<file path="src/rtl/demux_tdm_1a4_bus_if.sv">
// Bus bundle for the TDM 1-to-4 demultiplexer: serial lane input side plus the
// rebuilt parallel frame outputs. The DUT uses the slave modport, the source uses master.
interface demux_tdm_1a4_bus_if #(
  parameter int ANCHO = 8
);
  logic [ANCHO-1:0] din;
  logic             din_valid;
  logic             frame_start;
  logic [1:0]       S;
  logic [ANCHO-1:0] Q0;
  logic [ANCHO-1:0] Q1;
  logic [ANCHO-1:0] Q2;
  logic [ANCHO-1:0] Q3;
  logic             frame_valid;
  logic             sync_err;

  modport master (
    output din, din_valid, frame_start,
    input  S, Q0, Q1, Q2, Q3, frame_valid, sync_err
  );

  modport slave (
    input  din, din_valid, frame_start,
    output S, Q0, Q1, Q2, Q3, frame_valid, sync_err
  );
endinterface

</file>
<file path="src/rtl/demux_tdm_1a4_bus.sv">
// Rebuilds four parallel lanes from a round-robin TDM stream (lane 0 flagged by frame_start).
// Optional sticky resync detection is enabled by defining DEMUX_SYNC_ERR_EN.
module demux_tdm_1a4_bus #(
  parameter int ANCHO = 8
) (
  input  logic                clk,
  input  logic                rst,
  demux_tdm_1a4_bus_if.slave  bus
);

  typedef enum logic [0:0] {
    ST_IDLE = 1'b0,
    ST_RECV = 1'b1
  } state_t;

  state_t           state_q, state_d;
  logic [1:0]       s_q, s_d;
  logic [ANCHO-1:0] sh0_q, sh0_d;
  logic [ANCHO-1:0] sh1_q, sh1_d;
  logic [ANCHO-1:0] sh2_q, sh2_d;
  logic [ANCHO-1:0] q0_q, q0_d;
  logic [ANCHO-1:0] q1_q, q1_d;
  logic [ANCHO-1:0] q2_q, q2_d;
  logic [ANCHO-1:0] q3_q, q3_d;
  logic             fv_q, fv_d;
`ifdef DEMUX_SYNC_ERR_EN
  logic             serr_q, serr_d;
`endif

  // Next-state logic: lanes 0..2 park in shadows so Q0..Q3 only ever change together.
  always_comb begin
    state_d = state_q;
    s_d     = s_q;
    sh0_d   = sh0_q;
    sh1_d   = sh1_q;
    sh2_d   = sh2_q;
    q0_d    = q0_q;
    q1_d    = q1_q;
    q2_d    = q2_q;
    q3_d    = q3_q;
    fv_d    = 1'b0;
`ifdef DEMUX_SYNC_ERR_EN
    serr_d  = serr_q;
`endif
    if (bus.din_valid) begin
      case (state_q)
        ST_IDLE: begin
          if (bus.frame_start) begin
            sh0_d   = bus.din;
            s_d     = 2'd1;
            state_d = ST_RECV;
          end else begin
            s_d     = 2'd0;
          end
        end
        ST_RECV: begin
          if (bus.frame_start) begin
            // Resync: the partial frame is dropped and this beat becomes lane 0.
            sh0_d = bus.din;
            s_d   = 2'd1;
`ifdef DEMUX_SYNC_ERR_EN
            serr_d = 1'b1;
`endif
          end else begin
            case (s_q)
              2'd1: begin
                sh1_d = bus.din;
                s_d   = 2'd2;
              end
              2'd2: begin
                sh2_d = bus.din;
                s_d   = 2'd3;
              end
              2'd3: begin
                q0_d    = sh0_q;
                q1_d    = sh1_q;
                q2_d    = sh2_q;
                q3_d    = bus.din;
                fv_d    = 1'b1;
                s_d     = 2'd0;
                state_d = ST_IDLE;
              end
              default: begin
                s_d     = 2'd0;
                state_d = ST_IDLE;
              end
            endcase
          end
        end
        default: begin
          s_d     = 2'd0;
          state_d = ST_IDLE;
        end
      endcase
    end else begin
      fv_d = 1'b0;
    end
  end

  // Frame state, shadows and registered outputs.
  always_ff @(posedge clk or posedge rst) begin
    if (rst) begin
      state_q <= ST_IDLE;
      s_q     <= 2'd0;
      sh0_q   <= '0;
      sh1_q   <= '0;
      sh2_q   <= '0;
      q0_q    <= '0;
      q1_q    <= '0;
      q2_q    <= '0;
      q3_q    <= '0;
      fv_q    <= 1'b0;
    end else begin
      state_q <= state_d;
      s_q     <= s_d;
      sh0_q   <= sh0_d;
      sh1_q   <= sh1_d;
      sh2_q   <= sh2_d;
      q0_q    <= q0_d;
      q1_q    <= q1_d;
      q2_q    <= q2_d;
      q3_q    <= q3_d;
      fv_q    <= fv_d;
    end
  end

`ifdef DEMUX_SYNC_ERR_EN
  // Sticky resync flag, cleared only by reset.
  always_ff @(posedge clk or posedge rst) begin
    if (rst) begin
      serr_q <= 1'b0;
    end else begin
      serr_q <= serr_d;
    end
  end

  assign bus.sync_err = serr_q;
`else
  assign bus.sync_err = 1'b0;
`endif

  assign bus.S           = s_q;
  assign bus.Q0          = q0_q;
  assign bus.Q1          = q1_q;
  assign bus.Q2          = q2_q;
  assign bus.Q3          = q3_q;
  assign bus.frame_valid = fv_q;

endmodule

</file>
<file path="src/flat_wrapper.sv">
// flat-port wrapper written by rule: the top's interface ports become plain ports
module demux_tdm_1a4_bus_flat 
#(
  parameter int ANCHO = 8
)
  (clk, rst, bus_din, bus_din_valid, bus_frame_start, bus_S, bus_Q0, bus_Q1, bus_Q2, bus_Q3, bus_frame_valid, bus_sync_err);
  demux_tdm_1a4_bus_if #(.ANCHO(ANCHO)) bus_i ();
  input  logic clk;
  input  logic rst;
  input wire logic [$bits(bus_i.din)-1:0] bus_din;
  input wire logic [$bits(bus_i.din_valid)-1:0] bus_din_valid;
  input wire logic [$bits(bus_i.frame_start)-1:0] bus_frame_start;
  output wire logic [$bits(bus_i.S)-1:0] bus_S;
  output wire logic [$bits(bus_i.Q0)-1:0] bus_Q0;
  output wire logic [$bits(bus_i.Q1)-1:0] bus_Q1;
  output wire logic [$bits(bus_i.Q2)-1:0] bus_Q2;
  output wire logic [$bits(bus_i.Q3)-1:0] bus_Q3;
  output wire logic [$bits(bus_i.frame_valid)-1:0] bus_frame_valid;
  output wire logic [$bits(bus_i.sync_err)-1:0] bus_sync_err;
  assign bus_i.din = bus_din;
  assign bus_i.din_valid = bus_din_valid;
  assign bus_i.frame_start = bus_frame_start;
  assign bus_S = bus_i.S;
  assign bus_Q0 = bus_i.Q0;
  assign bus_Q1 = bus_i.Q1;
  assign bus_Q2 = bus_i.Q2;
  assign bus_Q3 = bus_i.Q3;
  assign bus_frame_valid = bus_i.frame_valid;
  assign bus_sync_err = bus_i.sync_err;
  demux_tdm_1a4_bus #(.ANCHO(ANCHO)) u_core (.clk(clk), .rst(rst), .bus(bus_i));
endmodule
</file>
<file path="config.mk">
export PLATFORM = sky130hd
export DESIGN_NAME = demux_tdm_1a4_bus_flat
export DESIGN_NICKNAME = d
export VERILOG_FILES = /design/src/rtl/demux_tdm_1a4_bus_if.sv /design/src/rtl/demux_tdm_1a4_bus.sv /design/src/flat_wrapper.sv
export SDC_FILE = /design/constraint.sdc
export NUM_CORES = 1
export LEC_CHECK = 0
export ABC_AREA = 1
export CORE_MARGIN = 3
export CORE_UTILIZATION = 40
export CTS_BUF_LIST = sky130_fd_sc_hd__clkbuf_4 sky130_fd_sc_hd__clkbuf_8 sky130_fd_sc_hd__clkbuf_16
export DETAILED_ROUTE_END_ITERATION = 6
export PLACE_DENSITY = 0.66
export SLEW_MARGIN = 0
export SYNTH_ARGS = -nofsm -noshare
export SYNTH_HDL_FRONTEND = slang
export SYNTH_SLANG_ARGS = --single-unit
</file>
<file path="constraint.sdc">
create_clock -name clk -period 1.8 [get_ports clk]
set_input_delay 0.27 -clock clk [delete_from_list [all_inputs] [get_ports clk]]
set_output_delay 0.27 -clock clk [all_outputs]
set_load 0.05 [all_outputs]
</file>
==> flow_summary.toml, run 1 <==
[drt]
wl_um = 5490
met2_length_um = 2570
drc = 0
via_count = 1951
dr.max_layer_used = "met4"
dr_wl_met3_um = 225
ant_nets = 0
via_per_inst = 4.85
drt_iter0_drc = 109
drt_first_pass_iters = 4
post_drt_wl_per_cell_um = 13.7
met1_length_um = 2560

[clock_tree]
clockBufferDepth = 2
h-tree-depth = 3
cts_root_buf = "clkbuf_8"
cts-hold-fix-buffers = 0
cts_tree = "yes"
clk_pin_slew_ps = 70
cts_sinks = 60
numCtsBuffers = 9
clk_latency_ps = 340

[floorplan]
dieWidth_um = 84.7
fp.dieH_um = 84.7
dieArea_mm2 = 0.00718
core_area_mm2 = 0.00596
fp-row-count = 28
pin_count = 48
start_util_pct = 41.6

[worst_setup_path]
arrival_ps = 1500
crit_chain = "clkdlybuf4s50_1"
cp_slowest_cell = "clkdlybuf4s50_1"
critPathTopFamily = "buffers and inverters"
slowest_delay_ps = 810
worstSetupStartpoint = "u_core.bus.Q3[6]"
rrSetupSlack_ps = 280
cp_max_fo = 2
crit_type = "reg2out"
path_buf_inv = 1
crit_path_start_kind = "register"
r2r_start = "u_core.bus.S[1]"
end_kind = "primary output"
critPathRequiredTime_ps = 1530

[timing]
fin_crit_sh_pct = 98.5
tns_ps = 0
worstMarginPinSlew_ps = 506
hold_viol = 0
hold_slack_ps = 253
relSlewSlack_pct = 66.2
fmax_ghz = 0.564
setup_violations = 0
rsz0062_at_grt = "false"
period_needed_ps = 1770
finClkSkew_ps = 5.82
drv_slew = 0

[placement]
place_inst = 386
place.port_buffers = 46
dpl.hpwl_um = 3710
place.gp.congestion = 0.774

[global_routing]
grt_first_pass_wirelength_um = 9670
grt_max_degree = 34
grtUsageTotal_pct = 17.2
overflow = 0
antenna_found_initial = 0
first_global_vias = 2010

[layout]
final_common_cell = "nand2_1"
nets = 337
fill_cells = 586
num_antenna_cells = 0
layout_common_cells = "nand2_1 (122), dfrtp_1 (60), nand3_1 (58), buf_4 (25), clkdlybuf4s50_1 (24)"
layout.cells.non_filler = 402
drive_gt1_share_pct = 14.7
area_delta_synth_final_pct = 27.9

[synthesis]
synth_fp_nets = 286
synth_top_area_share_pct = 60.6
synthTopCellsByArea = "dfrtp_1 (61%), nand2_1 (18%), nand3_1 (12%), buf_4 (3.0%), ha_1 (1.5%)"
synth_area_per_cell_um2 = 9.15
synth_cell_type_count = 15
synthCells = 271
yosysWarningCount = 0
ys_ff_latch = 60
synth_seq_area_share_pct = 60.6
synth_top_area_cell = "dfrtp_1"
syn_area_mm2 = 0.00248

[outcome]
status = "finished clean"

[power_and_ir_drop]
totalPowerFinal_w = 0.00577
vdd_drop_max_uv = 807
p_leak_nw = 1.77
power_density_mw_per_mm2 = 1820

[worst_hold_path]
hp-class = "in2async"

[flow_run]
maxCapViolCount = 0
## final timing paths
kind,cells after the start,endpoint
worst max register to register,7,u_core.sh1_q[3]
worst max-delay path,1,bus_Q3[6]
worst min register to register,2,u_core.bus.Q2[5]
min in group clk,2,u_core.bus.Q2[5]
worst min-delay path,2,u_core.bus.frame_valid
max in group asynchronous,3,u_core.bus.S[1]
## routing by layer
metal,global-route usage (%),vias to the layer above
met3,3.04,11
met1,22.9,934
met5,0,-
met2,26.8,41
met4,8.92,0
li1,-,965
## per-stage QoR
| step | util, % | cell area, um^2 | worst slack, ps |
|---|---|---|---|
| 6_report | 53.2 | 3170 | 26.4 |
| 2_1_floorplan | - | 2480 | 45.3 |
| 4_1_cts | 53.1 | 3160 | 8.43 |
| 3_5_place_dp | 49.6 | 2960 | 196 |
| 5_1_grt | 53.2 | 3170 | 1.48 |
| 3_3_place_gp | 49.6 | 2960 | 213 |
## state kept, by name, summed over array words and instances, names as in the netlist
register and count:
u_core.bus.Q0 8, u_core.bus.Q1 8, u_core.bus.Q2 8, u_core.bus.Q3 8
u_core.sh0_q 8, u_core.sh1_q 8, u_core.sh2_q 8, u_core.bus.S 2
u_core.bus.frame_valid 1, u_core.state_q 1
## area by class of cell
cell class                      count  area [um^2]  share of cell area [%]
Clock buffer                       12          159                    5.01
Multi-Input combinational cell    188          830                    26.2
Timing Repair Buffer               54          505                    15.9
Clock inverter                      4         47.5                    1.50
Inverter                            9         33.8                    1.07
Sequential cell                    60         1500                    47.4
Tap cell                           75         93.8                    2.96
## kinds of logic (layout without fill, tap and decap cells)
group,count (synthesis),in the layout,share of synthesized area [%]
simple gates,183,183,31.6
flops,60,60,60.6
buf+inv,23,79,5.96
fa+ha+maj,3,3,1.51
other cells,1,1,0.151
compound gates,1,1,0.202
## power by group
part / total [W] / internal, W / leakage, nW / switching, W
Sequential: 0.00215 / 0.00186 / 0.775 / 0.000289
Combinational: 0.00238 / 0.000706 / 0.887 / 0.00168
Clock: 0.00124 / 0.000725 / 0.106 / 0.000514
## synth_stat cells
cell type and number:
nand2_4 1, clkinv_1 1, conb_1 1, nand2_1 122, inv_1 6, a21oi_1 1
nor2_1 1, inv_2 2, dfrtp_1 60, nand3_1 58, ha_1 3, nor2_8 1
buf_6 3, buf_4 10, buf_2 1
## what timing repair did
item / 4_1_cts / 5_1_grt
buffers inserted: 0 / 0
setup endpoints to repair: 0 / 3
resized for setup: 0 / 3
Note: power is estimated with default switching activity, not from simulation.
==> run 2, diff against run 1 <==
CORE_MARGIN = unset   (was 3)
MAX_ROUTING_LAYER = met4   (was unset)
SLEW_MARGIN = 20   (was 0)
==> run 2 against run 1 <==
Fmax is 1.1% higher. Highest routed layer unchanged. Critical path type unchanged. Sequential power hardly changed. Register-to-register slack better by 30 ps. Clock power is 8% lower. Combinational power hardly changed. Cell count is 0.25% higher.
==> flow_summary.toml, run 2 (same netlist as run 1, synthesis figures left out) <==
[clock_tree]
clk_pin_slew_ps = 60
cts_root_buf = "clkbuf_8"
cts_sinks = 60
clockBufferDepth = 2
h-tree-depth = 3
cts_tree = "yes"
post-cts-setup-buffers = 0
clk_latency_ps = 330
numCtsBuffers = 9

[placement]
place_inst = 387
place.port_buffers = 46
dpl.hpwl_um = 3630
place.gp.congestion = 0.780
postPlaceCellArea_mm2 = 0.00297
pre_cts_slack_ps = 166

[worst_setup_path]
slowest_delay_ps = 800
end_kind = "primary output"
crit_path_start_kind = "register"
cp_slowest_cell = "clkdlybuf4s50_1"
crit_chain = "clkdlybuf4s50_1"
cp_max_fo = 2
arrival_ps = 1480
critPathTopFamily = "buffers and inverters"
path_buf_inv = 1
critPathRequiredTime_ps = 1530
crit_type = "reg2out"

[drt]
post_drt_wl_per_cell_um = 13.0
wl_um = 5250
via_per_inst = 4.71
ant_nets = 0
drc = 0
drt_first_pass_iters = 4
via_count = 1900
drt_iter0_drc = 161

[timing]
drv_slew = 0
finClkSkew_ps = 3.28
worstMarginPinSlew_ps = 520
tns_ps = 0
rsz0062_at_grt = "false"
hold_viol = 0
relSlewSlack_pct = 65.3
period_needed_ps = 1750
setup_slack_ps = 45.9
fmax_ghz = 0.570
setup_violations = 0
fin_crit_sh_pct = 97.4

[global_routing]
grt_max_degree = 34
grt_first_pass_wirelength_um = 8840
grtUsageTotal_pct = 19.1
first_global_vias = 1842
antenna_found_initial = 0
overflow = 0

[floorplan]
core_area_mm2 = 0.00596
pin_count = 48
fp.dieH_um = 80.7
fp-row-count = 28
start_util_pct = 41.6
dieWidth_um = 80.7
dieArea_mm2 = 0.00652

[layout]
drive_gt1_share_pct = 14.6
num_antenna_cells = 0
final_common_cell = "nand2_1"
layout_common_cells = "nand2_1 (122), dfrtp_1 (60), nand3_1 (58), buf_4 (25), clkdlybuf4s50_1 (22)"
fin_area_mm2 = 0.00317
layout.cells.non_filler = 403
nets = 338
area_delta_synth_final_pct = 28.1

[worst_hold_path]
hp-class = "in2async"

[power_and_ir_drop]
power_density_mw_per_mm2 = 1790
p_leak_nw = 1.82
vdd_drop_max_uv = 770

[flow_run]
maxCapViolCount = 0

[outcome]
status = "finished clean"
## run 2: cell types whose count changed in the layout (fill, tap and decap cells not counted), sizes merged
| cell | change |
|---|---|
| clkdlybuf4s50 | -2 |
| dlymetal6s2s | +3 |
| clkinvlp | -1 |
| clkbuf | +3 |
| bufinv | -1 |
| clkinv | -1 |
## run 2: final cells by class
class / instances / area (um^2)
fill: 584 / 2780
sequential: 60 / 1500
multi-input combinational: 188 / 830
timing repair buffer: 55 / 523
clock buffer: 15 / 188
tap: 75 / 93.8
inverter: 9 / 33.8
clock inverter: 1 / 5.00
## run 2: worst paths after layout
kind	slack (ps)	cells past startpoint	end	startpoint
min in group clk	470	2	u_core.sh2_q[0]	u_core.sh2_q[0]
max reg2reg	310	6	u_core.bus.Q2[7]	u_core.bus.S[0]
min reg2reg	470	2	u_core.sh2_q[0]	u_core.sh2_q[0]
max	50	1	bus_Q1[5]	u_core.bus.Q1[5]
min	230	2	u_core.bus.Q1[5]	rst
max in group asynchronous	1100	3	u_core.sh2_q[7]	rst
## run 2: timing repair
action / CTS / global route
resized for setup: 0 / 6
setup endpoints to repair: 0 / 6
hold buffers: 0 / 0
## run 2: through the flow
step	total power (W)	hold slack (ps)	util, %
2_1_floorplan	0.00379	403	-
3_3_place_gp	0.00454	455	49.8
3_5_place_dp	0.00459	459	49.8
4_1_cts	0.00575	231	53.0
5_1_grt	0.00604	257	53.3
6_report	0.00568	232	53.3
## run 2: routing by layer
layer / global-route usage [%] / routed length, um / up-vias
li1: - / - / 968
met1: 24.5 / 2400 / 879
met2: 29.0 / 2550 / 42
met3: 3.41 / 192 / 11
met4: 9.82 / 113 / 0
met5: - / 0 / -
## run 2: where the power goes
part	internal (W)	switching [W]	leakage, nW
combinational	0.000715	0.00167	0.940
clock	0.000658	0.000485	0.104
sequential	0.00186	0.000294	0.775
total	0.00324	0.00245	1.82
